<file path="config.mk">
export PLATFORM = sky130hd
export DESIGN_NAME = adder41_arbiter_flat
export DESIGN_NICKNAME = d
export VERILOG_FILES = /design/src/rtl/adder41_arbiter_if.sv /design/src/rtl/adder41_arbiter.sv /design/src/flat_wrapper.sv
export SDC_FILE = /design/constraint.sdc
export NUM_CORES = 1
export LEC_CHECK = 0
export BUFFER_PORTS_ARGS = -buffer_cell sky130_fd_sc_hd__buf_2
export CORE_MARGIN = 2
export CORE_UTILIZATION = 41
export DETAILED_ROUTE_END_ITERATION = 7
export PLACE_DENSITY_LB_ADDON = 0.25
export SLEW_MARGIN = 25
export SYNTH_ARGS = -nofsm -noshare
export SYNTH_HDL_FRONTEND = slang
export SYNTH_SLANG_ARGS = --single-unit
</file>
<file path="constraint.sdc">
create_clock -name clk -period 4.8 [get_ports clk]
set_clock_uncertainty 0.2 [all_clocks]
set_input_delay 0.96 -clock clk [delete_from_list [all_inputs] [get_ports clk]]
set_output_delay 0.96 -clock clk [all_outputs]
set_load 0.005 [all_outputs]
</file>
<file path="src/rtl/adder41_arbiter_if.sv">
// Request/response bundle for the shared 41+15 bit adder arbiter.
// slave = the arbiter's view; master = requesters plus response consumer.
interface adder41_arbiter_if #(
    parameter int NUM_REQ = 4,
    parameter int A_W     = 41,
    parameter int B_W     = 15,
    parameter int ID_W    = 2
);
    logic [NUM_REQ-1:0]     req_valid;
    logic [NUM_REQ-1:0]     req_ready;
    logic [NUM_REQ*A_W-1:0] req_a;
    logic [NUM_REQ*B_W-1:0] req_b;
    logic                   rsp_valid;
    logic                   rsp_ready;
    logic [A_W:0]           rsp_sum;
    logic [ID_W-1:0]        rsp_id;

    modport master (
        output req_valid, req_a, req_b, rsp_ready,
        input  req_ready, rsp_valid, rsp_sum, rsp_id
    );

    modport slave (
        input  req_valid, req_a, req_b, rsp_ready,
        output req_ready, rsp_valid, rsp_sum, rsp_id
    );
endinterface

</file>
<file path="src/rtl/adder41_arbiter.sv">
// Round-robin shared A + zext(B) adder with one registered, id-tagged response slot.
// Define ADDER41_ARB_STATS_EN to add accept_count/stall_count outputs.
module adder41_arbiter #(
    parameter int NUM_REQ = 4,
    parameter int A_W     = 41,
    parameter int B_W     = 15,
    parameter int ID_W    = 2
) (
    input  logic                clk,
    input  logic                rst_n,
    adder41_arbiter_if.slave    bus,
`ifdef ADDER41_ARB_STATS_EN
    output logic [15:0]         accept_count,
    output logic [15:0]         stall_count,
`endif
    output logic                busy
);

    typedef enum logic {
        EMPTY = 1'b0,
        FULL  = 1'b1
    } state_e;

    state_e          state_q, state_d;
    logic [ID_W-1:0] rr_ptr_q, rr_ptr_d;
    logic [A_W:0]    rsp_sum_q, rsp_sum_d;
    logic [ID_W-1:0] rsp_id_q, rsp_id_d;

    logic            slot_free;
    logic            grant_vld;
    logic [ID_W-1:0] grant_idx;
    logic            accept;
    logic [A_W-1:0]  sel_a;
    logic [B_W-1:0]  sel_b;

    function automatic logic [ID_W-1:0] wrap_idx(input int v);
        return ID_W'(v % NUM_REQ);
    endfunction

    // First valid requester at or after rr_ptr, wrapping modulo NUM_REQ
    always_comb begin
        grant_vld = 1'b0;
        grant_idx = '0;
        for (int k = 0; k < NUM_REQ; k++) begin
            if (!grant_vld && bus.req_valid[wrap_idx(int'(rr_ptr_q) + k)]) begin
                grant_vld = 1'b1;
                grant_idx = wrap_idx(int'(rr_ptr_q) + k);
            end
        end
    end

    assign slot_free = (state_q == EMPTY) | ((state_q == FULL) & bus.rsp_ready);
    // Gating with rst_n keeps req_ready low while reset is held
    assign accept    = grant_vld & slot_free & rst_n;

    assign bus.req_ready = accept ? (NUM_REQ'(1) << grant_idx) : '0;

    assign sel_a = bus.req_a[int'(grant_idx)*A_W +: A_W];
    assign sel_b = bus.req_b[int'(grant_idx)*B_W +: B_W];

    always_comb begin
        state_d   = state_q;
        rr_ptr_d  = rr_ptr_q;
        rsp_sum_d = rsp_sum_q;
        rsp_id_d  = rsp_id_q;
        if (accept) begin
            state_d   = FULL;
            rsp_sum_d = {1'b0, sel_a} + {{(A_W+1-B_W){1'b0}}, sel_b};
            rsp_id_d  = grant_idx;
            rr_ptr_d  = (grant_idx == ID_W'(NUM_REQ-1)) ? '0 : grant_idx + 1'b1;
        end else if ((state_q == FULL) && bus.rsp_ready) begin
            state_d = EMPTY;
        end
    end

    always_ff @(posedge clk or negedge rst_n) begin
        if (!rst_n) begin
            state_q   <= EMPTY;
            rr_ptr_q  <= '0;
            rsp_sum_q <= '0;
            rsp_id_q  <= '0;
        end else begin
            state_q   <= state_d;
            rr_ptr_q  <= rr_ptr_d;
            rsp_sum_q <= rsp_sum_d;
            rsp_id_q  <= rsp_id_d;
        end
    end

    assign bus.rsp_valid = (state_q == FULL);
    assign bus.rsp_sum   = rsp_sum_q;
    assign bus.rsp_id    = rsp_id_q;
    assign busy          = (state_q == FULL) | (|bus.req_valid);

`ifdef ADDER41_ARB_STATS_EN
    logic [15:0] accept_count_q, accept_count_d;
    logic [15:0] stall_count_q, stall_count_d;

    // accept_count wraps; stall_count saturates
    always_comb begin
        accept_count_d = accept ? accept_count_q + 16'd1 : accept_count_q;
        stall_count_d  = stall_count_q;
        if ((state_q == FULL) && !bus.rsp_ready && (stall_count_q != 16'hFFFF)) begin
            stall_count_d = stall_count_q + 16'd1;
        end
    end

    always_ff @(posedge clk or negedge rst_n) begin
        if (!rst_n) begin
            accept_count_q <= '0;
            stall_count_q  <= '0;
        end else begin
            accept_count_q <= accept_count_d;
            stall_count_q  <= stall_count_d;
        end
    end

    assign accept_count = accept_count_q;
    assign stall_count  = stall_count_q;
`endif

endmodule
</file>
<file path="src/flat_wrapper.sv">
// flat-port wrapper written by rule: the top's interface ports become plain ports
module adder41_arbiter_flat 
#(
    parameter int NUM_REQ = 4,
    parameter int A_W     = 41,
    parameter int B_W     = 15,
    parameter int ID_W    = 2
)
  (clk, rst_n, busy, bus_req_valid, bus_req_a, bus_req_b, bus_rsp_ready, bus_req_ready, bus_rsp_valid, bus_rsp_sum, bus_rsp_id);
  adder41_arbiter_if #(.NUM_REQ(NUM_REQ), .A_W(A_W), .B_W(B_W), .ID_W(ID_W)) bus_i ();
  input  logic clk;
  input  logic rst_n;
  output logic busy;
  input wire logic [$bits(bus_i.req_valid)-1:0] bus_req_valid;
  input wire logic [$bits(bus_i.req_a)-1:0] bus_req_a;
  input wire logic [$bits(bus_i.req_b)-1:0] bus_req_b;
  input wire logic [$bits(bus_i.rsp_ready)-1:0] bus_rsp_ready;
  output wire logic [$bits(bus_i.req_ready)-1:0] bus_req_ready;
  output wire logic [$bits(bus_i.rsp_valid)-1:0] bus_rsp_valid;
  output wire logic [$bits(bus_i.rsp_sum)-1:0] bus_rsp_sum;
  output wire logic [$bits(bus_i.rsp_id)-1:0] bus_rsp_id;
  assign bus_i.req_valid = bus_req_valid;
  assign bus_i.req_a = bus_req_a;
  assign bus_i.req_b = bus_req_b;
  assign bus_i.rsp_ready = bus_rsp_ready;
  assign bus_req_ready = bus_i.req_ready;
  assign bus_rsp_valid = bus_i.rsp_valid;
  assign bus_rsp_sum = bus_i.rsp_sum;
  assign bus_rsp_id = bus_i.rsp_id;
  adder41_arbiter #(.NUM_REQ(NUM_REQ), .A_W(A_W), .B_W(B_W), .ID_W(ID_W)) u_core (.clk(clk), .rst_n(rst_n), .bus(bus_i), .busy(busy));
endmodule
</file>
==> results of run 1 <==
[stage by stage]
step	cell area [um2]	setup slack, ns	util [%]	hold WS, ns
5_1_grt	6957	-0.02516	60.15	0.3030
2_1_floorplan	5107	-0.2141	-	0.2698
6_report	6957	0.2665	60.15	0.2716
4_1_cts	6919	0.1677	59.83	0.2797
3_5_place_dp	6730	-0.08077	58.20	0.2640
3_3_place_gp	6730	-0.05164	58.20	0.2559
[flip-flops by register name, indices dropped and copies added, names as in the netlist]
register / flops
u_core.bus.rsp_id: 2
u_core.bus.rsp_valid: 1
u_core.rr_ptr_q: 2
u_core.bus.rsp_sum: 42
[area by class of cell]
cell class	count	area, um2	area share [%]
Multi-Input combinational cell	557	3596	51.69
Inverter	13	51.30	0.7374
Sequential cell	47	1176	16.91
Tap cell	143	178.9	2.572
Clock buffer	6	128.9	1.853
Timing Repair Buffer	323	1765	25.38
Clock inverter	2	60.06	0.8633
[worst max-delay path by stage]
stage	from	end	slack, ns	cells past startpoint
finish	bus_req_valid[3]	u_core.bus.rsp_sum[36]	0.27	20
global route	bus_req_valid[1]	u_core.bus.rsp_sum[40]	-0.03	19
CTS	bus_req_valid[3]	u_core.bus.rsp_sum[25]	0.17	18
detailed placement	bus_req_valid[3]	u_core.bus.rsp_sum[25]	-0.08	18
global placement	bus_req_valid[3]	u_core.bus.rsp_sum[27]	-0.05	17
floorplan	bus_req_valid[3]	u_core.bus.rsp_sum[38]	-0.21	24
[critical path: stages]
cell                       delay [ns]
sky130_fd_sc_hd__buf_2           0.12
sky130_fd_sc_hd__nand2b_4        0.13
sky130_fd_sc_hd__a211o_1         0.28
sky130_fd_sc_hd__nor2b_4         0.17
sky130_fd_sc_hd__inv_4           0.13
sky130_fd_sc_hd__nand2_1         0.07
sky130_fd_sc_hd__and3_1          0.15
sky130_fd_sc_hd__a31oi_1         0.18
sky130_fd_sc_hd__ha_2            0.23
sky130_fd_sc_hd__inv_2           0.04
sky130_fd_sc_hd__fa_2            0.39
sky130_fd_sc_hd__nor2b_1         0.12
sky130_fd_sc_hd__o21ai_1         0.11
sky130_fd_sc_hd__a21boi_2        0.17
sky130_fd_sc_hd__o32a_1          0.17
sky130_fd_sc_hd__a31o_2          0.23
sky130_fd_sc_hd__nand4_1         0.10
sky130_fd_sc_hd__buf_4           0.21
sky130_fd_sc_hd__or4_1           0.40
sky130_fd_sc_hd__a31oi_1         0.17
[logic make-up (layout without fill, tap and decap cells)]
kind of cell	after synthesis	count (layout)	synth area share [%]
and+or+nand+nor	313	314	29.95
AOI/OAI and AO/OA	117	118	14.80
muxes	83	83	17.42
buffers and inverters	54	344	4.736
DFF	47	47	23.94
xor gates and xnor gates	22	22	3.922
adders and majority gates	20	20	5.246
[layout by cell type (no fill, tap or decap), types with 2 or more instances in the layout]
master,Yosys,routed
sky130_fd_sc_hd__a21o_1,8,8
sky130_fd_sc_hd__a21oi_1,14,13
sky130_fd_sc_hd__a22o_1,2,2
sky130_fd_sc_hd__a22oi_1,4,4
sky130_fd_sc_hd__a31oi_1,38,38
sky130_fd_sc_hd__and2_1,7,7
sky130_fd_sc_hd__and3_1,33,32
sky130_fd_sc_hd__buf_12,0,3
sky130_fd_sc_hd__buf_2,3,280
sky130_fd_sc_hd__buf_4,1,39
sky130_fd_sc_hd__bufinv_16,0,2
sky130_fd_sc_hd__clkbuf_16,0,5
sky130_fd_sc_hd__dfrtp_1,47,47
sky130_fd_sc_hd__ha_1,19,18
sky130_fd_sc_hd__inv_1,13,11
sky130_fd_sc_hd__mux2_2,20,20
sky130_fd_sc_hd__mux2i_1,63,63
sky130_fd_sc_hd__nand2_1,190,190
sky130_fd_sc_hd__nand2b_1,7,5
sky130_fd_sc_hd__nand2b_4,0,2
sky130_fd_sc_hd__nand3_1,14,13
sky130_fd_sc_hd__nand4_1,3,3
sky130_fd_sc_hd__nor2_1,23,23
sky130_fd_sc_hd__nor2b_1,3,2
sky130_fd_sc_hd__nor3_1,4,4
sky130_fd_sc_hd__nor3b_1,2,2
sky130_fd_sc_hd__nor4_1,4,3
sky130_fd_sc_hd__nor4_4,2,3
sky130_fd_sc_hd__o211ai_1,2,2
sky130_fd_sc_hd__o21a_1,2,2
sky130_fd_sc_hd__o21ai_0,36,34
sky130_fd_sc_hd__o31ai_1,4,4
sky130_fd_sc_hd__or3_1,5,5
sky130_fd_sc_hd__or4_1,5,5
sky130_fd_sc_hd__or4b_1,2,2
sky130_fd_sc_hd__xnor2_1,15,15
sky130_fd_sc_hd__xor2_1,7,7
[per-layer routing]
| layer | global-route usage (%) | vias up | wire, um |
|---|---|---|---|
| li1 | - | 2897 | - |
| met2 | 42.36 | 237 | 7836 |
| met3 | 3.029 | 16 | 1155 |
| met5 | 0 | - | 0 |
| met4 | 6.179 | 0 | 283 |
| met1 | 29.08 | 2590 | 6519 |
[power groups by stage]
stage | registers (W) | logic (W) | clock network (W)
2_1_floorplan | 0.000659 | 0.00174 | 0
3_3_place_gp | 0.000648 | 0.00251 | 0
3_5_place_dp | 0.000652 | 0.00253 | 0
4_1_cts | 0.000646 | 0.00254 | 0.000459
5_1_grt | 0.000665 | 0.00284 | 0.000474
6_report | 0.000644 | 0.00254 | 0.000445
[what timing repair did]
item | 4_1_cts | 5_1_grt
gates resized for setup | 0 | 3
hold buffers | 0 | 0
setup endpoints to repair | 0 | 7
==> impl_metrics.env, run 1 <==
export IMPL_run_status="complete, no violations"
export IMPL_grt_max_degree=78
export IMPL_r2r_start="u_core.rr_ptr_q[1]"
export IMPL_synth_async_reset_ratio_pct=100.0
export IMPL_synthCells=656
export IMPL_timing_setup_tns_ns=0
export IMPL_max_cap_viol_count=0
export IMPL_grt_pass1_vias=5206
export IMPL_drt_pass1_iterations=4
export IMPL_internal_portion_of_total_power_w=0.002058
export IMPL_share_comb_of_total_power_pct=70.0
export IMPL_max_vdd_ir_drop_mv=0.2594
export IMPL_timing_critical_path_from_type="input port"
export IMPL_netlist_top_cells_area="sky130_fd_sc_hd__dfrtp_1, sky130_fd_sc_hd__nand2_1, sky130_fd_sc_hd__mux2i_1, sky130_fd_sc_hd__a31oi_1, sky130_fd_sc_hd__ha_1"
export IMPL_fmax_mhz=220.6
export IMPL_overall_die_height_um=113.5
export IMPL_maxSlewViolCount=0
export IMPL_criticalPathCategory="input port to flip-flop"
export IMPL_rows=39
export IMPL_power_share_switching_pct=43.33
export IMPL_die_width_um=113.5
export IMPL_ctsLongestPathBuffers=2
export IMPL_timing_worst_slew_pin_value_ns=0.6936
export IMPL_drc=0
export IMPL_buffers_inserted_during_post_cts_setup_optimization=0
export IMPL_starting_density_pct=42.49
export IMPL_detail_route_wl_per_cell_um=14.48
export IMPL_most_instantiated_library_cell_after_synthesis="sky130_fd_sc_hd__nand2_1"
export IMPL_clock_root_buffer="sky130_fd_sc_hd__clkbuf_16"
export IMPL_synth_fp_nets=907
export IMPL_total_switching_power_w=0.001573
export IMPL_grt_first_pass_wirelength_um=24760
export IMPL_yosysSeqAreaShare_pct=23.94
export IMPL_hold_path_cell_count=2
export IMPL_tritoncts_clock_tree="built"
export IMPL_layoutNonFillerInstCount=1091
export IMPL_synth_top_cell_area_share_pct=23.94
export IMPL_postSynthRegisterBits=47
export IMPL_via_per_inst=5.261
export IMPL_cts_num_sinks=47
export IMPL_crit_path_max_fanout=14
export IMPL_synth_distinct_cells=53
export IMPL_portBuffers=280
export IMPL_hold_class="flip-flop to flip-flop"
export IMPL_clock_latency_ns=0.28
export IMPL_period_minus_slack_ns=4.534
export IMPL_post_dp_hpwl_um=12700
export IMPL_hold_path_startpoint="u_core.bus.rsp_sum[17]"
export IMPL_max_slew_margin_pct=53.76
export IMPL_clock_power_share_pct=12.3
export IMPL_syn_cell_area_um2=4913
export IMPL_grtUsageTotal_pct=23.29
export IMPL_setup_viol=0
export IMPL_synth_top_area_cell="sky130_fd_sc_hd__dfrtp_1"
export IMPL_floorplan_io_pins=281
export IMPL_filler_cell_count=1102
export IMPL_synth_main_ff_cell="sky130_fd_sc_hd__dfrtp_1"
export IMPL_antenna_found_initial=0
export IMPL_endpoint_worst_hold="u_core.bus.rsp_sum[17]"
export IMPL_arrival_ns=4.54
export IMPL_dp_cell_count=1081
export IMPL_drt_first_iter_violations=242
export IMPL_finalNetCount=1198
export IMPL_required_time_of_the_critical_path_ns=4.81
export IMPL_rrSetupSlack_ns=0.55
export IMPL_fp_coreArea_um2=11560
export IMPL_period_share_pct=94.45
export IMPL_r2r_end="u_core.bus.rsp_sum[25]"
export IMPL_diodes=0
export IMPL_synthesis_area_per_instance_um2=7.490
export IMPL_area_of_the_die_um2=12880
export IMPL_clk_pin_slew_worst_paths_ns=0.07
export IMPL_yosys_warnings=0
export IMPL_worstSetupEndpointType="flip-flop"
export IMPL_wirelength_um=15800
export IMPL_final_hold_viol_count=0
export IMPL_seq_power_share_pct=17.7
export IMPL_ctsHtreeMaxLevel=2
export IMPL_num_vias=5740
export IMPL_ff2ff_path_depth=17
export IMPL_pwr_density_cell_nw_per_um2=522.0
export IMPL_overflow=0
export IMPL_leakagePower_nw=3.722
export IMPL_number_of_synthesized_flops_with_an_enable_pin=0
export IMPL_place_gp_congestion=0.8968
export IMPL_p_total_w=0.003632
export IMPL_area_delta_synth_final_pct=41.58
export IMPL_tritoncts_buffers=5
export IMPL_synth_common_cells="sky130_fd_sc_hd__nand2_1, sky130_fd_sc_hd__mux2i_1, sky130_fd_sc_hd__dfrtp_1"
export IMPL_postRouteAntennaNets=0
export IMPL_final_layout_size_suffix_gt1_share_pct=39.35
(Power assumes the default switching activity.)
==> run 2: changes to the inputs <==
--- a/config.mk
+++ b/config.mk
@@ -7,7 +7,7 @@
 export LEC_CHECK = 0
 export BUFFER_PORTS_ARGS = -buffer_cell sky130_fd_sc_hd__buf_2
 export CORE_MARGIN = 2
-export CORE_UTILIZATION = 41
+export CORE_UTILIZATION = 45
 export DETAILED_ROUTE_END_ITERATION = 7
 export PLACE_DENSITY_LB_ADDON = 0.25
 export SLEW_MARGIN = 25
==> constraint.sdc (replaced) <==
create_clock -name clk -period 5.3 [get_ports clk]
set_clock_uncertainty 0.2 [all_clocks]
set_input_delay 1.06 -clock clk [delete_from_list [all_inputs] [get_ports clk]]
set_output_delay 1.06 -clock clk [all_outputs]
set_load 0.005 [all_outputs]
==> impl_metrics.env, run 2 (synthesis gave the netlist of run 1 again) <==
export IMPL_grt_first_pass_wirelength_um=23290
export IMPL_area_of_the_die_um2=11770
export IMPL_drc=0
export IMPL_grtUsageTotal_pct=24.86
export IMPL_detail_route_wl_per_cell_um=14.51
export IMPL_grt_setup_unrepaired="no"
export IMPL_ctsLongestPathBuffers=2
export IMPL_drt_first_iter_violations=222
export IMPL_max_vdd_ir_drop_mv=0.2718
export IMPL_timing_worst_slew_pin_value_ns=0.7355
export IMPL_clock_root_buffer="sky130_fd_sc_hd__clkbuf_8"
export IMPL_timing_critical_path_max_delay_family="simple AND/OR/NAND/NOR gates"
export IMPL_timing_critical_path_from_type="input port"
export IMPL_floorplan_io_pins=281
export IMPL_area_delta_synth_final_pct=35.52
export IMPL_starting_density_pct=45.73
export IMPL_fmax_mhz=202.2
export IMPL_crit_path_frequent_cell="sky130_fd_sc_hd__nand2b_1"
export IMPL_leakagePower_nw=3.575
export IMPL_grt_pass1_vias=5000
export IMPL_tritoncts_clock_tree="built"
export IMPL_via_per_inst=5.266
export IMPL_drt_pass1_iterations=4
export IMPL_cts_num_sinks=47
export IMPL_rows=38
export IMPL_diodes=0
export IMPL_max_stage_delay_ns=0.56
export IMPL_ctsHtreeMaxLevel=2
export IMPL_max_slew_margin_pct=50.96
export IMPL_layout_core_utilization_pct=61.97
export IMPL_cp_cell_sequence="buf_2, nand2b_1, a211o_1, nor2b_4, inv_2, buf_4, nand2_1, and2_1, ha_1, a21o_1, a21oi_1, o21ai_1, a31oi_1, nand2b_1, o211ai_1, nand4_2, or4_1, nand3_1"
export IMPL_place_gp_congestion=0.8874
export IMPL_finalNetCount=1179
export IMPL_final_layout_size_suffix_gt1_share_pct=37.14
export IMPL_leading_cell_type_in_the_layout_fill_and_taps_excluded="sky130_fd_sc_hd__buf_2"
export IMPL_maxSlewViolCount=0
export IMPL_worstSetupEndpointType="flip-flop"
export IMPL_crit_path_max_fanout=40
export IMPL_period_share_pct=93.30
export IMPL_period_minus_slack_ns=4.945
export IMPL_hold_class="flip-flop to flip-flop"
export IMPL_portBuffers=280
export IMPL_filler_cell_count=1059
export IMPL_cp_slowest_cell="sky130_fd_sc_hd__or4_1"
export IMPL_criticalPathCategory="input port to flip-flop"
export IMPL_antenna_found_initial=1
export IMPL_wirelength_um=15510
export IMPL_run_status="complete, no violations"
export IMPL_max_cap_viol_count=0
export IMPL_hold_bufs_inserted_after_cts=0
export IMPL_clock_latency_ns=0.30
export IMPL_fp_coreArea_um2=10750
export IMPL_die_width_um=108.5
export IMPL_timing_setup_tns_ns=0
export IMPL_pwr_density_cell_nw_per_um2=456.6
export IMPL_num_vias=5629
export IMPL_overflow=0
export IMPL_required_time_of_the_critical_path_ns=5.34
export IMPL_grt_max_degree=51
export IMPL_final_cell_mix="sky130_fd_sc_hd__buf_2, sky130_fd_sc_hd__nand2_1, sky130_fd_sc_hd__mux2i_1, sky130_fd_sc_hd__dfrtp_1, sky130_fd_sc_hd__a31oi_1"
export IMPL_setup_viol=0
export IMPL_final_hold_viol_count=0
export IMPL_arrival_ns=4.98
export IMPL_post_dp_hpwl_um=12890
export IMPL_overall_die_height_um=108.5
export IMPL_clk_pin_slew_worst_paths_ns=0.09
export IMPL_tritoncts_buffers=5
export IMPL_postRouteAntennaNets=0
export IMPL_largest_register_ff_count=42
export IMPL_critPathBufInv=3
-- run 2: changes by cell type in the layout (fill, tap and decap cells not counted), sizes merged --
cell,before,now
buf,323,306
nor2b,4,3
a211oi,2,1
-- run 2: what timing repair did --
| action | CTS | global route |
|---|---|---|
| buffers inserted | 0 | 2 |
| endpoints found under the setup margin | 0 | 2 |
| gates resized for setup | 0 | 1 |
-- run 2: worst paths after layout --
| check | from | end | slack, ns | cells past startpoint |
|---|---|---|---|---|
| worst max-delay path | bus_req_valid[3] | u_core.bus.rsp_sum[37] | 0.36 | 18 |
| worst min-delay path | u_core.bus.rsp_sum[14] | u_core.bus.rsp_sum[14] | 0.28 | 2 |
| worst max register to register | u_core.rr_ptr_q[0] | u_core.bus.rsp_sum[37] | 0.79 | 17 |
| worst min register to register | u_core.bus.rsp_sum[14] | u_core.bus.rsp_sum[14] | 0.28 | 2 |
| max in group asynchronous | rst_n | u_core.bus.rsp_sum[10] | 3.77 | 2 |
| min in group asynchronous | rst_n | u_core.bus.rsp_id[1] | 0.35 | 1 |
-- run 2: report_power, final --
| group | internal (W) | leakage [nW] | switching [W] | total (W) |
|---|---|---|---|---|
| Combinational | 0.000971 | 2.95 | 0.00116 | 0.00213 |
| Sequential | 0.000502 | 0.564 | 0.0000943 | 0.000596 |
| Clock | 0.000189 | 0.0654 | 0.000126 | 0.000314 |
-- run 2: metal layers --
layer	GRT usage [%]	up-vias	wire length [um]	part of all wire, %
met4	7.143	0	276	1.8
met5	0	-	0	0
met3	2.652	21	1189	7.7
li1	-	2850	-	-
met2	46.38	217	7907	51
met1	29.90	2541	6133	40
-- run 2: worst min-delay path, cell delays in order (launching register included) --
cell and delay [ns]:
sky130_fd_sc_hd__dfrtp_1 0.35, sky130_fd_sc_hd__nand2_1 0.05, sky130_fd_sc_hd__o21ai_0 0.06
-- run 2: metrics by stage --
step	instance area [um2]	hold WS [ns]	worst slack, ns	std cells	total power [W]
global route	6659	0.3126	0.07350	1069	0.003328
CTS	6640	0.2847	0.3455	1067	0.003060
floorplan	4996	0.2698	0.02332	656	0.002096
global placement	6507	0.2593	0.1345	1059	0.002714
finish	6659	0.2803	0.3552	1069	0.003041
detailed placement	6507	0.2655	0.03838	1059	0.002738
-- run 2: layout make-up --
class / instances / area [um2] / area share [%]
clock inverter: 2 / 60.06 / 0.9019
sequential: 47 / 1176 / 17.66
clock buffer: 6 / 72.57 / 1.090
multi-input combinational: 555 / 3526 / 52.95
timing repair buffer: 306 / 1600 / 24.03
tap: 140 / 175.2 / 2.631
inverter: 13 / 48.80 / 0.7328
==> run 3: changes to the inputs <==
==> constraint.sdc (replaced) <==
create_clock -name clk -period 5.3 [get_ports clk]
set_clock_uncertainty 0.2 [all_clocks]
set_input_delay 1.06 -clock clk [delete_from_list [all_inputs] [get_ports clk]]
set_output_delay 1.06 -clock clk [all_outputs]
set_load 0.02 [all_outputs]
==> impl_metrics.env, run 3 (synthesis gave the netlist of run 1 again) <==
export IMPL_cts_num_sinks=47
export IMPL_final_cell_mix="sky130_fd_sc_hd__buf_2, sky130_fd_sc_hd__nand2_1, sky130_fd_sc_hd__mux2i_1, sky130_fd_sc_hd__dfrtp_1, sky130_fd_sc_hd__a31oi_1"
export IMPL_drt_pass1_iterations=8
export IMPL_run_status="complete, no violations"
export IMPL_period_minus_slack_ns=4.957
export IMPL_maxSlewViolCount=0
export IMPL_tritoncts_buffers=5
export IMPL_postRouteAntennaNets=0
export IMPL_ctsHtreeMaxLevel=2
export IMPL_arrival_ns=4.98
export IMPL_leading_cell_type_in_the_layout_fill_and_taps_excluded="sky130_fd_sc_hd__buf_2"
export IMPL_overall_die_height_um=108.5
export IMPL_diodes=0
export IMPL_worstSetupEndpointType="flip-flop"
export IMPL_post_dp_hpwl_um=12980
export IMPL_timing_critical_path_max_delay_family="simple AND/OR/NAND/NOR gates"
export IMPL_finalNetCount=1177
export IMPL_via_per_inst=5.263
export IMPL_fmax_mhz=201.7
export IMPL_pwr_density_cell_nw_per_um2=479.2
export IMPL_required_time_of_the_critical_path_ns=5.33
export IMPL_multi_input_comb_area_um2=3526
export IMPL_place_gp_congestion=0.9104
export IMPL_critPathBufInv=4
export IMPL_cp_slowest_cell="sky130_fd_sc_hd__fa_1"
export IMPL_hold_bufs_inserted_after_cts=0
export IMPL_fp_coreArea_um2=10750
export IMPL_final_layout_size_suffix_gt1_share_pct=37.11
export IMPL_buffers_inserted_during_post_cts_setup_optimization=0
export IMPL_drc=0
export IMPL_rrSetupSlack_ns=0.76
export IMPL_largest_register_ff_count=42
export IMPL_finalWorstSetupSlack_ns=0.3429
export IMPL_post_dp_cell_area_um2=6507
export IMPL_period_share_pct=93.53
export IMPL_setup_viol=0
export IMPL_max_stage_delay_ns=0.42
export IMPL_starting_density_pct=45.73
export IMPL_tritoncts_clock_tree="built"
export IMPL_crit_path_max_fanout=20
export IMPL_area_of_the_die_um2=11770
export IMPL_num_vias=5616
export IMPL_area_sequential_um2=1176
export IMPL_clock_root_buffer="sky130_fd_sc_hd__clkbuf_8"
export IMPL_final_hold_viol_count=0
export IMPL_grt_first_pass_wirelength_um=23360
export IMPL_max_vdd_ir_drop_mv=0.2344
export IMPL_grt_pass1_vias=4938
export IMPL_drt_first_iter_violations=258
export IMPL_timing_worst_slew_pin_value_ns=0.5890
export IMPL_cp_cell_sequence="buf_2, nor3b_1, a211o_1, nor2b_4, buf_4, nand2_1, and3_1, a31oi_1, ha_2, inv_1, fa_1, nor2b_1, o21ai_0, a21boi_1, o32a_1, a31o_2, nand4_1, buf_4, or3_1, a31oi_1"
export IMPL_antenna_found_initial=1
export IMPL_postLayoutCellArea_um2=6625
export IMPL_place_ws_ns=0.06119
export IMPL_wirelength_um=15680
export IMPL_cts_repair_resize_count=0
export IMPL_overflow=0
export IMPL_grtUsageTotal_pct=25.01
export IMPL_rows=38
export IMPL_max_slew_margin_pct=60.32
export IMPL_hold_class="flip-flop to flip-flop"
export IMPL_portBuffers=280
export IMPL_area_delta_synth_final_pct=34.84
export IMPL_floorplan_io_pins=281
export IMPL_criticalPathCategory="input port to flip-flop"
export IMPL_clock_latency_ns=0.29
export IMPL_grt_setup_unrepaired="no"
export IMPL_grt_max_degree=51
export IMPL_timing_critical_path_from_type="input port"
export IMPL_final_hold_worst_slack_ns=0.2801
export IMPL_timing_setup_tns_ns=0
export IMPL_filler_cell_count=1020
export IMPL_max_cap_viol_count=0
export IMPL_leakagePower_nw=3.561
export IMPL_ctsLongestPathBuffers=2
export IMPL_clk_pin_slew_worst_paths_ns=0.09
export IMPL_die_width_um=108.5
export IMPL_detail_route_wl_per_cell_um=14.69
run 3: cell count changes in the layout (fill, tap and decap cells not counted), sizes merged:
cell	delta
clkinv	+1
bufinv	-1
buf	-2
run 3: worst min-delay path: stages, from the launching register on:
cell and delay (ns):
sky130_fd_sc_hd__dfrtp_1 0.35, sky130_fd_sc_hd__nand2_1 0.04, sky130_fd_sc_hd__o21ai_0 0.06
run 3: through the flow:
| step | total power (W) | util (%) | std cells |
|---|---|---|---|
| 2_1_floorplan | 0.002257 | - | 656 |
| 3_3_place_gp | 0.002884 | 60.56 | 1059 |
| 3_5_place_dp | 0.002908 | 60.56 | 1059 |
| 4_1_cts | 0.003193 | 61.66 | 1067 |
| 5_1_grt | 0.003440 | 61.66 | 1067 |
| 6_report | 0.003175 | 61.66 | 1067 |
run 3: cell type report:
| type | count | share of cell area, % |
|---|---|---|
| multi-input combinational | 555 | 53.22 |
| timing repair buffer | 304 | 23.87 |
| sequential | 47 | 17.75 |
| tap | 140 | 2.644 |
| clock buffer | 6 | 1.246 |
| inverter | 13 | 0.7365 |
| clock inverter | 2 | 0.5288 |
run 3: worst paths after layout:
kind / start / end / cells after the start
setup / recovery: bus_req_valid[1] / u_core.bus.rsp_sum[38] / 20
hold / removal: u_core.bus.rsp_sum[14] / u_core.bus.rsp_sum[14] / 2
setup reg to reg: u_core.rr_ptr_q[1] / u_core.bus.rsp_sum[38] / 19
hold reg to reg: u_core.bus.rsp_sum[14] / u_core.bus.rsp_sum[14] / 2
max in group asynchronous: rst_n / u_core.bus.rsp_id[0] / 2
min in group asynchronous: rst_n / u_core.bus.rsp_sum[41] / 1
run 3: per-layer routing:
metal | up-vias | track usage [%] | part of all wire [%]
met5 | - | 0 | 0
met4 | 0 | 6.044 | 2.1
met3 | 28 | 2.471 | 7.0
met2 | 242 | 47.54 | 50
met1 | 2509 | 29.94 | 41
li1 | 2837 | - | -
run 3: power breakdown:
| part | switching (W) | total, W | internal, W | leakage [nW] |
|---|---|---|---|---|
| Sequential | 0.0000961 | 0.000598 | 0.000502 | 0.564 |
| Combinational | 0.00133 | 0.00230 | 0.000972 | 2.94 |
| Clock | 0.000124 | 0.000277 | 0.000153 | 0.0612 |
| Total | 0.00155 | 0.00317 | 0.00163 | 3.56 |
